$ cat src/rtl/proc_pkg.sv
// Shared encodings for the sequencer and its companion ALU: widths, opcodes,
// FSM states and the instruction field layout.
package proc_pkg;

    localparam int DW   = 10;
    localparam int RW   = 3;
    localparam int NREG = 8;

    typedef enum logic [3:0] {
        OP_LOAD = 4'h0,
        OP_COPY = 4'h1,
        OP_ADD  = 4'h2,
        OP_SUB  = 4'h3,
        OP_INV  = 4'h4,
        OP_FLP  = 4'h5,
        OP_AND  = 4'h6,
        OP_OR   = 4'h7,
        OP_XOR  = 4'h8,
        OP_LSL  = 4'h9,
        OP_LSR  = 4'hA,
        OP_ASR  = 4'hB
    } opcode_e;

    typedef enum logic [2:0] {
        ST_IDLE,
        ST_LDCP,
        ST_EXEC1,
        ST_EXEC2,
        ST_WB
    } state_e;

    typedef struct packed {
        logic [3:0]    fn;
        logic [RW-1:0] rx;
        logic [RW-1:0] ry;
    } instr_t;

    // LOAD, COPY and the illegal codes 1100-1111 finish in LDCP without the ALU.
    function automatic logic is_local_op(logic [3:0] fn);
        return (fn == OP_LOAD) || (fn == OP_COPY) || (fn >= 4'hC);
    endfunction

endpackage

$ cat src/rtl/reg_file.sv
// 8x10 register file: one synchronous write port, three combinational read
// ports, and an asynchronous clear of every entry.
module reg_file #(
    parameter int DW   = proc_pkg::DW,
    parameter int NREG = proc_pkg::NREG,
    parameter int AW   = $clog2(NREG)
) (
    input  logic          Clock,
    input  logic          Reset,
    input  logic          we_i,
    input  logic [AW-1:0] waddr_i,
    input  logic [DW-1:0] wdata_i,
    input  logic [AW-1:0] raddr_x_i,
    input  logic [AW-1:0] raddr_y_i,
    input  logic [AW-1:0] raddr_dbg_i,
    output logic [DW-1:0] rdata_x_o,
    output logic [DW-1:0] rdata_y_o,
    output logic [DW-1:0] rdata_dbg_o
);

    logic [DW-1:0] regs_q [NREG];

    // NOTE: the array sits in the async reset branch because every register must
    // read zero straight after Reset; this keeps it in flops rather than a RAM macro.
    always_ff @(posedge Clock or posedge Reset) begin
        if (Reset) begin
            for (int i = 0; i < NREG; i++) regs_q[i] <= '0;
        end else if (we_i) begin
            regs_q[waddr_i] <= wdata_i;
        end
    end

    assign rdata_x_o   = regs_q[raddr_x_i];
    assign rdata_y_o   = regs_q[raddr_y_i];
    assign rdata_dbg_o = regs_q[raddr_dbg_i];

endmodule

$ cat src/rtl/alu_sequencer.sv
// Multi-cycle control stage upstream of the 10-bit ALU: latches one instruction,
// sequences operand fetch, ALU capture and write-back into the register file.
module alu_sequencer #(
    parameter int DW   = proc_pkg::DW,
    parameter int NREG = proc_pkg::NREG
) (
    input  logic                   Clock,
    input  logic                   Reset,
    input  logic                   Run,
    input  logic [DW-1:0]          Instr,
    input  logic [DW-1:0]          Din,
    output logic                   Busy,
    output logic                   Done,
    output logic [DW-1:0]          ALU_A,
    output logic [DW-1:0]          ALU_B,
    output logic [3:0]             ALU_FN,
    input  logic [DW-1:0]          ALU_Q,
    input  logic [proc_pkg::RW-1:0] DbgSel,
    output logic [DW-1:0]          DbgData
);

    import proc_pkg::*;

    state_e        state_q;
    instr_t        ir_q;
    instr_t        instr_in;
    logic [DW-1:0] din_q;
    logic [DW-1:0] areg_q;
    logic [DW-1:0] g_q;

    logic          we;
    logic [DW-1:0] wdata;
    logic [DW-1:0] rd_x;
    logic [DW-1:0] rd_y;

    assign instr_in = instr_t'(Instr);

    // NOTE: all sequential state uses non-blocking assignments so every register
    // samples pre-edge values, independent of statement order.
    always_ff @(posedge Clock or posedge Reset) begin
        if (Reset) begin
            state_q <= ST_IDLE;
            ir_q    <= '0;
            din_q   <= '0;
            areg_q  <= '0;
            g_q     <= '0;
        end else begin
            case (state_q)
                ST_IDLE: begin
                    if (Run) begin
                        ir_q    <= instr_in;
                        din_q   <= Din;
                        state_q <= is_local_op(instr_in.fn) ? ST_LDCP : ST_EXEC1;
                    end
                end
                ST_LDCP:  state_q <= ST_IDLE;
                ST_EXEC1: begin
                    areg_q  <= rd_x;
                    state_q <= ST_EXEC2;
                end
                ST_EXEC2: begin
                    g_q     <= ALU_Q;
                    state_q <= ST_WB;
                end
                ST_WB:    state_q <= ST_IDLE;
                default:  state_q <= ST_IDLE;
            endcase
        end
    end

    // NOTE: defaults first so no path through this block can infer a latch.
    always_comb begin
        we    = 1'b0;
        wdata = g_q;
        if (state_q == ST_LDCP) begin
            we    = (ir_q.fn == OP_LOAD) || (ir_q.fn == OP_COPY);
            wdata = (ir_q.fn == OP_LOAD) ? din_q : rd_y;
        end else if (state_q == ST_WB) begin
            we = 1'b1;
        end
    end

    reg_file #(
        .DW   (DW),
        .NREG (NREG)
    ) u_reg_file (
        .Clock       (Clock),
        .Reset       (Reset),
        .we_i        (we),
        .waddr_i     (ir_q.rx),
        .wdata_i     (wdata),
        .raddr_x_i   (ir_q.rx),
        .raddr_y_i   (ir_q.ry),
        .raddr_dbg_i (DbgSel),
        .rdata_x_o   (rd_x),
        .rdata_y_o   (rd_y),
        .rdata_dbg_o (DbgData)
    );

    assign Busy   = (state_q != ST_IDLE);
    assign Done   = (state_q == ST_LDCP) || (state_q == ST_WB);
    assign ALU_A  = areg_q;
    assign ALU_B  = rd_y;
    assign ALU_FN = ir_q.fn;

endmodule
$ cat config.mk
export PLATFORM = sky130hd
export DESIGN_NAME = alu_sequencer
export DESIGN_NICKNAME = d
export VERILOG_FILES = /design/src/rtl/proc_pkg.sv /design/src/rtl/reg_file.sv /design/src/rtl/alu_sequencer.sv
export SDC_FILE = /design/constraint.sdc
export NUM_CORES = 1
export LEC_CHECK = 0
export CORE_MARGIN = 2
export CORE_UTILIZATION = 25
export CTS_BUF_LIST = sky130_fd_sc_hd__clkbuf_4 sky130_fd_sc_hd__clkbuf_8
export DETAILED_ROUTE_END_ITERATION = 8
export PLACE_DENSITY = 0.41
export SLEW_MARGIN = 20
export SYNTH_ARGS = -nofsm -noshare
export SYNTH_HDL_FRONTEND = slang
export SYNTH_SLANG_ARGS = --single-unit
$ cat constraint.sdc
create_clock -name Clock -period 5.9 [get_ports Clock]
set_clock_uncertainty 0.05 [all_clocks]
set_input_delay 0.885 -clock Clock [delete_from_list [all_inputs] [get_ports Clock]]
set_output_delay 0.885 -clock Clock [all_outputs]
set_load 0.01 [all_outputs]
### Word level (Yosys, flattened, before mapping)

Index checks and enable logic that the tools add are counted.

| storage, ports and cells | value |
|---|---|
| logic and storage cells | 59 |
| output and inout bits | 36 |
| bits in registers | 123 |

| cells by class | value |
|---|---|
| multiplexer cells | 19 |
| bitwise gates (word level) | 3 |
| order comparisons | 5 |
| reduce and logical (&&, ||, !) cells | 10 |
| equal/unequal tests | 7 |

Operators by type and width:

| cell | count |
|---|---|
| binary-select mux 10 bit (select 3 bit) | 3 |
| 2-to-1 mux 10 bit | 9 |
| bitwise mux 80 bit | 1 |
| demux 10 bit (select 3 bit) | 1 |
| greater-or-equal comparator 4 bit (second input constant) | 4 |
| NOT 3 -> 4 bit | 3 |
| one-hot mux 3 bit (3 select lines) | 1 |
| equality test 4 x 1 -> 1 bit (second input constant) | 2 |
| logical NOT 4 bit | 2 |
| equality test 3 x 2 -> 1 bit (second input constant) | 2 |
| logical OR 1 bit | 4 |
| < comparator 4 x 1 -> 1 bit (second input constant) | 1 |
| equality test 3 x 1 -> 1 bit (second input constant) | 1 |
| equality test 3 bit (second input constant) | 1 |
| logical NOT 3 bit | 1 |
| 2-to-1 mux 3 bit | 1 |
| nonzero test 3 bit | 1 |
| 2-to-1 mux 1 bit | 2 |
| 2-to-1 mux 2 bit | 1 |
| inequality test 2 bit (second input constant) | 1 |
| AND reduction 2 bit | 1 |
| logical AND 1 bit | 1 |

### Longest topological paths before layout

| logic depth | value |
|---|---|
| depth after elaboration | 7 |
| depth in mapped cells | 6 |
| gate-level depth less buffers | 4 |

### By module

Synthesis repeated with hierarchy kept, for this count alone.

| unflattened totals | value |
|---|---|
| cells, all modules | 425 |
| area total of the unflattened synthesis | 7,008.0 µm² |

Modules (own cells, without submodules):

| module | sequential area each (µm²) | instances | cells an instance | area each (µm²) |
|---|---|---|---|---|
| reg_file | 2,001.9 | 1 | 281 | 4,992.3 |
| alu_sequencer | 1,076.0 | 1 | 144 | 2,015.7 |

### Worst setup path before layout

No wires, ideal clock.

| timing path | value |
|---|---|
| path kind | input -> output |
| from | input DbgSel[0] in the netlist's numbering |
| to | output DbgData[9] |
| setup slack | 2,714 ps |
| path buffers | 1 |
| data required time | 4,965 ps |
| arrival time | 2,251 ps |
| stages on the path | 3 |
| path through | clkbuf_1 -> mux4_2 -> mux2_2 |

| between the ends | value |
|---|---|
| word-level cells in the longest chain between the ends | 4 |

Ends and longest elaborated chain:

| item | RTL line | text |
|---|---|---|
| from (decl) | alu_sequencer.sv:18 | `input logic [proc_pkg::RW-1:0] DbgSel,` |
| NOT 3 -> 4 bit (not written as such) | reg_file.sv:35 | `assign rdata_dbg_o = regs_q[raddr_dbg_i];` |
| binary-select mux 10 bit (select 3 bit) | reg_file.sv:35 |  |
| 2-to-1 mux 10 bit (not written as such) (2 in a row) | reg_file.sv:35 |  |
| to (decl) | alu_sequencer.sv:19 | `output logic [DW-1:0] DbgData` |

Every way passes these cells. The select of a mux whose other input is x is not followed.

### Worst setup path after layout

| timing path | value |
|---|---|
| from | input DbgSel[1] in the netlist's numbering |
| to | output DbgData[2] |

Same word-level chain as after synthesis.

==> reports/qor.yml <==
outcome: "complete, no violations"
yosysUniqueCellTypes: 36
path_clk_slew_ns: 0.07
p_comb_share_pct: 51.8
setup-violations-final: 0
cp.arrival_ns: 3.19
worst_slack_ns: 1.78
firstDrtPassIters: 5
ys_ff_latch: 123
slew_headroom_pct: 24.5
drv_cap: 0
synth_edf_count: 0
wl_per_cell_um: 23.6
cp_cell_sequence: "clkdlybuf4s50_1, buf_4, mux4_2, mux2_2, clkdlybuf4s50_1"
post_cts_buffers: 0
slowest_delay_ns: 0.84
path_class: "primary input to output port"
design.core.area_um2: 28500
worst_skew_pair.late_latency_ns: 0.44
viasPerCell: 5.39
period_needed_ns: 4.12
max_clock_freq_mhz: 243
cts.repair.resized: 0
fin_crit_sh_pct: 69.9
crit_required_ns: 4.97
clock_power_share_pct: 16.2
grt_use_total_pct: 16.5
drc: 0
overflow: 0
io_pins: 72
rsz0062_at_grt: "false"
vdd_drop_max_uv: 213
die_area_um2: 30200
area_delta_synth_final_pct: 20.7
synthArstFlopShare_pct: 100
die_h_um: 174
avgSynthCellArea_um2: 11.9
powerDensity_nw_per_um2: 597
crit_top_cell: "clkdlybuf4s50_1"
drt-initial-drc-count: 432
ctsLongestPathBuffers: 2
initial_core_util_pct: 25.2
finalWirelength_um: 24700
hold_viol_final: 0
slew_viol_final: 0
htree_num_levels: 4
gp_congestion: 0.801
die_x_um: 174
end_kind: "output port"
clockRootBuffer: "clkbuf_8"
worstMarginPinSlew_ns: 1.13
fin_setup_tns_ns: 0
rows: 62
port_buffers: 71
grt_max_degree: 81
final_util_pct: 30.4
grt_pass1_vias: 5655
p_int_mw: 2.92
drive_gt1_share_pct: 23.3
reg2reg_from: "state_q[1]"
p_sw_mw: 2.26
switching_share_pct: 43.6
grt_first_pass_wirelength_um: 37100
seq_power_share_pct: 32.0
hold_path_class: "register to register"
vias: 5636
dp_hpwl_um: 15700
cts_made_buffers: 17
syn-instance-count: 607
cts_tree: "built"
yosysSeqAreaShare_pct: 42.8
nets: 685
pre_cts_slack_ns: 1.73
postCtsHoldBufs: 0
cp-start-kind: "primary input"
startpoint: "DbgSel[1]"
hold_path.startpoint: "din_q[2]"
crit_fanout: 11
antenna_found_initial: 0
syn_nets: 643
cts_sinks: 123
num_antenna_cells: 0
yosysWarnings: 0
ys.flop_type: "dfrtp_1"
ant_nets: 0
leakagePower_nw: 3.37
cp_slowest_cell: "clkdlybuf4s50_1"
syn-cell-area_um2: 7190
## cell usage after synthesis (3+ instances only)
| library cell | n | area, µm² |
|---|---|---|
| dfrtp_1 | 123 | 3080 |
| o21ai_0 | 80 | 400 |
| o31ai_1 | 80 | 601 |
| mux2i_1 | 53 | 531 |
| mux2_2 | 40 | 450 |
| mux4_2 | 34 | 766 |
| clkbuf_1 | 33 | 124 |
| a22oi_1 | 23 | 173 |
| buf_2 | 13 | 65.1 |
| nor2_1 | 13 | 48.8 |
| a21oi_1 | 12 | 60.1 |
| and2_1 | 11 | 68.8 |
| buf_1 | 11 | 41.3 |
| a221oi_4 | 10 | 263 |
| nor2_2 | 10 | 62.6 |
| o32a_1 | 10 | 100 |
| nand2b_1 | 8 | 50.1 |
| or2_2 | 6 | 37.5 |
| buf_4 | 4 | 30.0 |
| nor3_1 | 4 | 20.0 |
| a21o_1 | 3 | 22.5 |
| a221oi_1 | 3 | 26.3 |
| a31oi_1 | 3 | 18.8 |
| inv_1 | 3 | 11.3 |
| o22a_1 | 3 | 26.3 |
## area by class of cell
class | count | area (µm²)
fillers | 2945 | 19900
multi-input cells | 420 | 3870
flip-flops and latches | 123 | 3080
repair buffers | 84 | 808
well taps | 384 | 480
clock buffers | 19 | 255
clock inverters | 13 | 174
inverters | 3 | 16.3
## cells in the final DEF (no fill, tap or decap), types with 11 or more instances in the layout
master	n
o31ai_1	80
mux2i_1	53
a22oi_1	23
mux2_2	40
clkbuf_8	18
nor2_1	12
dfrtp_1	122
o21ai_0	80
and2_1	11
clkdlybuf4s50_1	71
buf_4	13
mux4_2	34
## stage by stage
| step | power (mW) | cell area, µm² | cells | hold WS, ns |
|---|---|---|---|---|
| global route | 5.51 | 8680 | 1046 | 0.499 |
| detailed placement | 4.35 | 8240 | 1014 | 0.454 |
| floorplan | 3.34 | 7190 | 607 | 0.431 |
| finish | 5.18 | 8680 | 1046 | 0.466 |
| CTS | 5.20 | 8670 | 1046 | 0.470 |
| global placement | 4.30 | 8240 | 1014 | 0.457 |
## final timing paths
check                           cells past startpoint  slack, ns               endpoint
worst max register to register                      5       3.12  u_reg_file.regs_q[10]
worst min-delay path                                1       0.47               din_q[2]
worst max-delay path                                5       1.78             DbgData[2]
min in group asynchronous                           2       0.91                ir_q[2]
worst min register to register                      1       0.47               din_q[2]
max in group asynchronous                           3       3.76  u_reg_file.regs_q[13]
## routing by layer
| metal | wire length, µm | vias to the layer above | share of wire [%] | global-route usage (%) |
|---|---|---|---|---|
| li1 | - | 2488 | - | - |
| met1 | 11500 | 2901 | 46 | 23.8 |
| met2 | 11400 | 235 | 46 | 25.8 |
| met3 | 1740 | 12 | 7.0 | 3.75 |
| met4 | 152 | 0 | 0.61 | 2.56 |
| met5 | 0 | - | 0 | 0 |
## logic make-up (layout without fill, tap and decap cells)
kind of cell           after synthesis  count (layout)  synth area share [%]
and+or+nand+nor                     65              65                  5.53
AOI/OAI and AO/OA                  228             228                  23.6
muxes                              127             127                  24.3
buffers and inverters               64             119                  3.77
DFF                                123             123                  42.8
## power groups by stage
stage                     Combinational (mW)  Clock, mW  Sequential (mW)
after floorplan                         1.89          0             1.46
after global placement                  2.64          0             1.65
after detailed placement                2.68          0             1.67
after CTS                               2.70      0.853             1.65
after global routing                    2.90      0.895             1.72
final                                   2.69      0.839             1.66
## critical path, delay by kind of cell
kind                   cells  cell delay (ns)
buffers and inverters      3             1.66
muxes                      2             0.62
## flip-flops by register name (all words and copies together), names as in the netlist
signal	count
u_reg_file.regs_q	80
ALU_A	10
din_q	10
g_q	10
ir_q	6
ALU_FN	4
state_q	3
(Power assumes the default switching activity.)
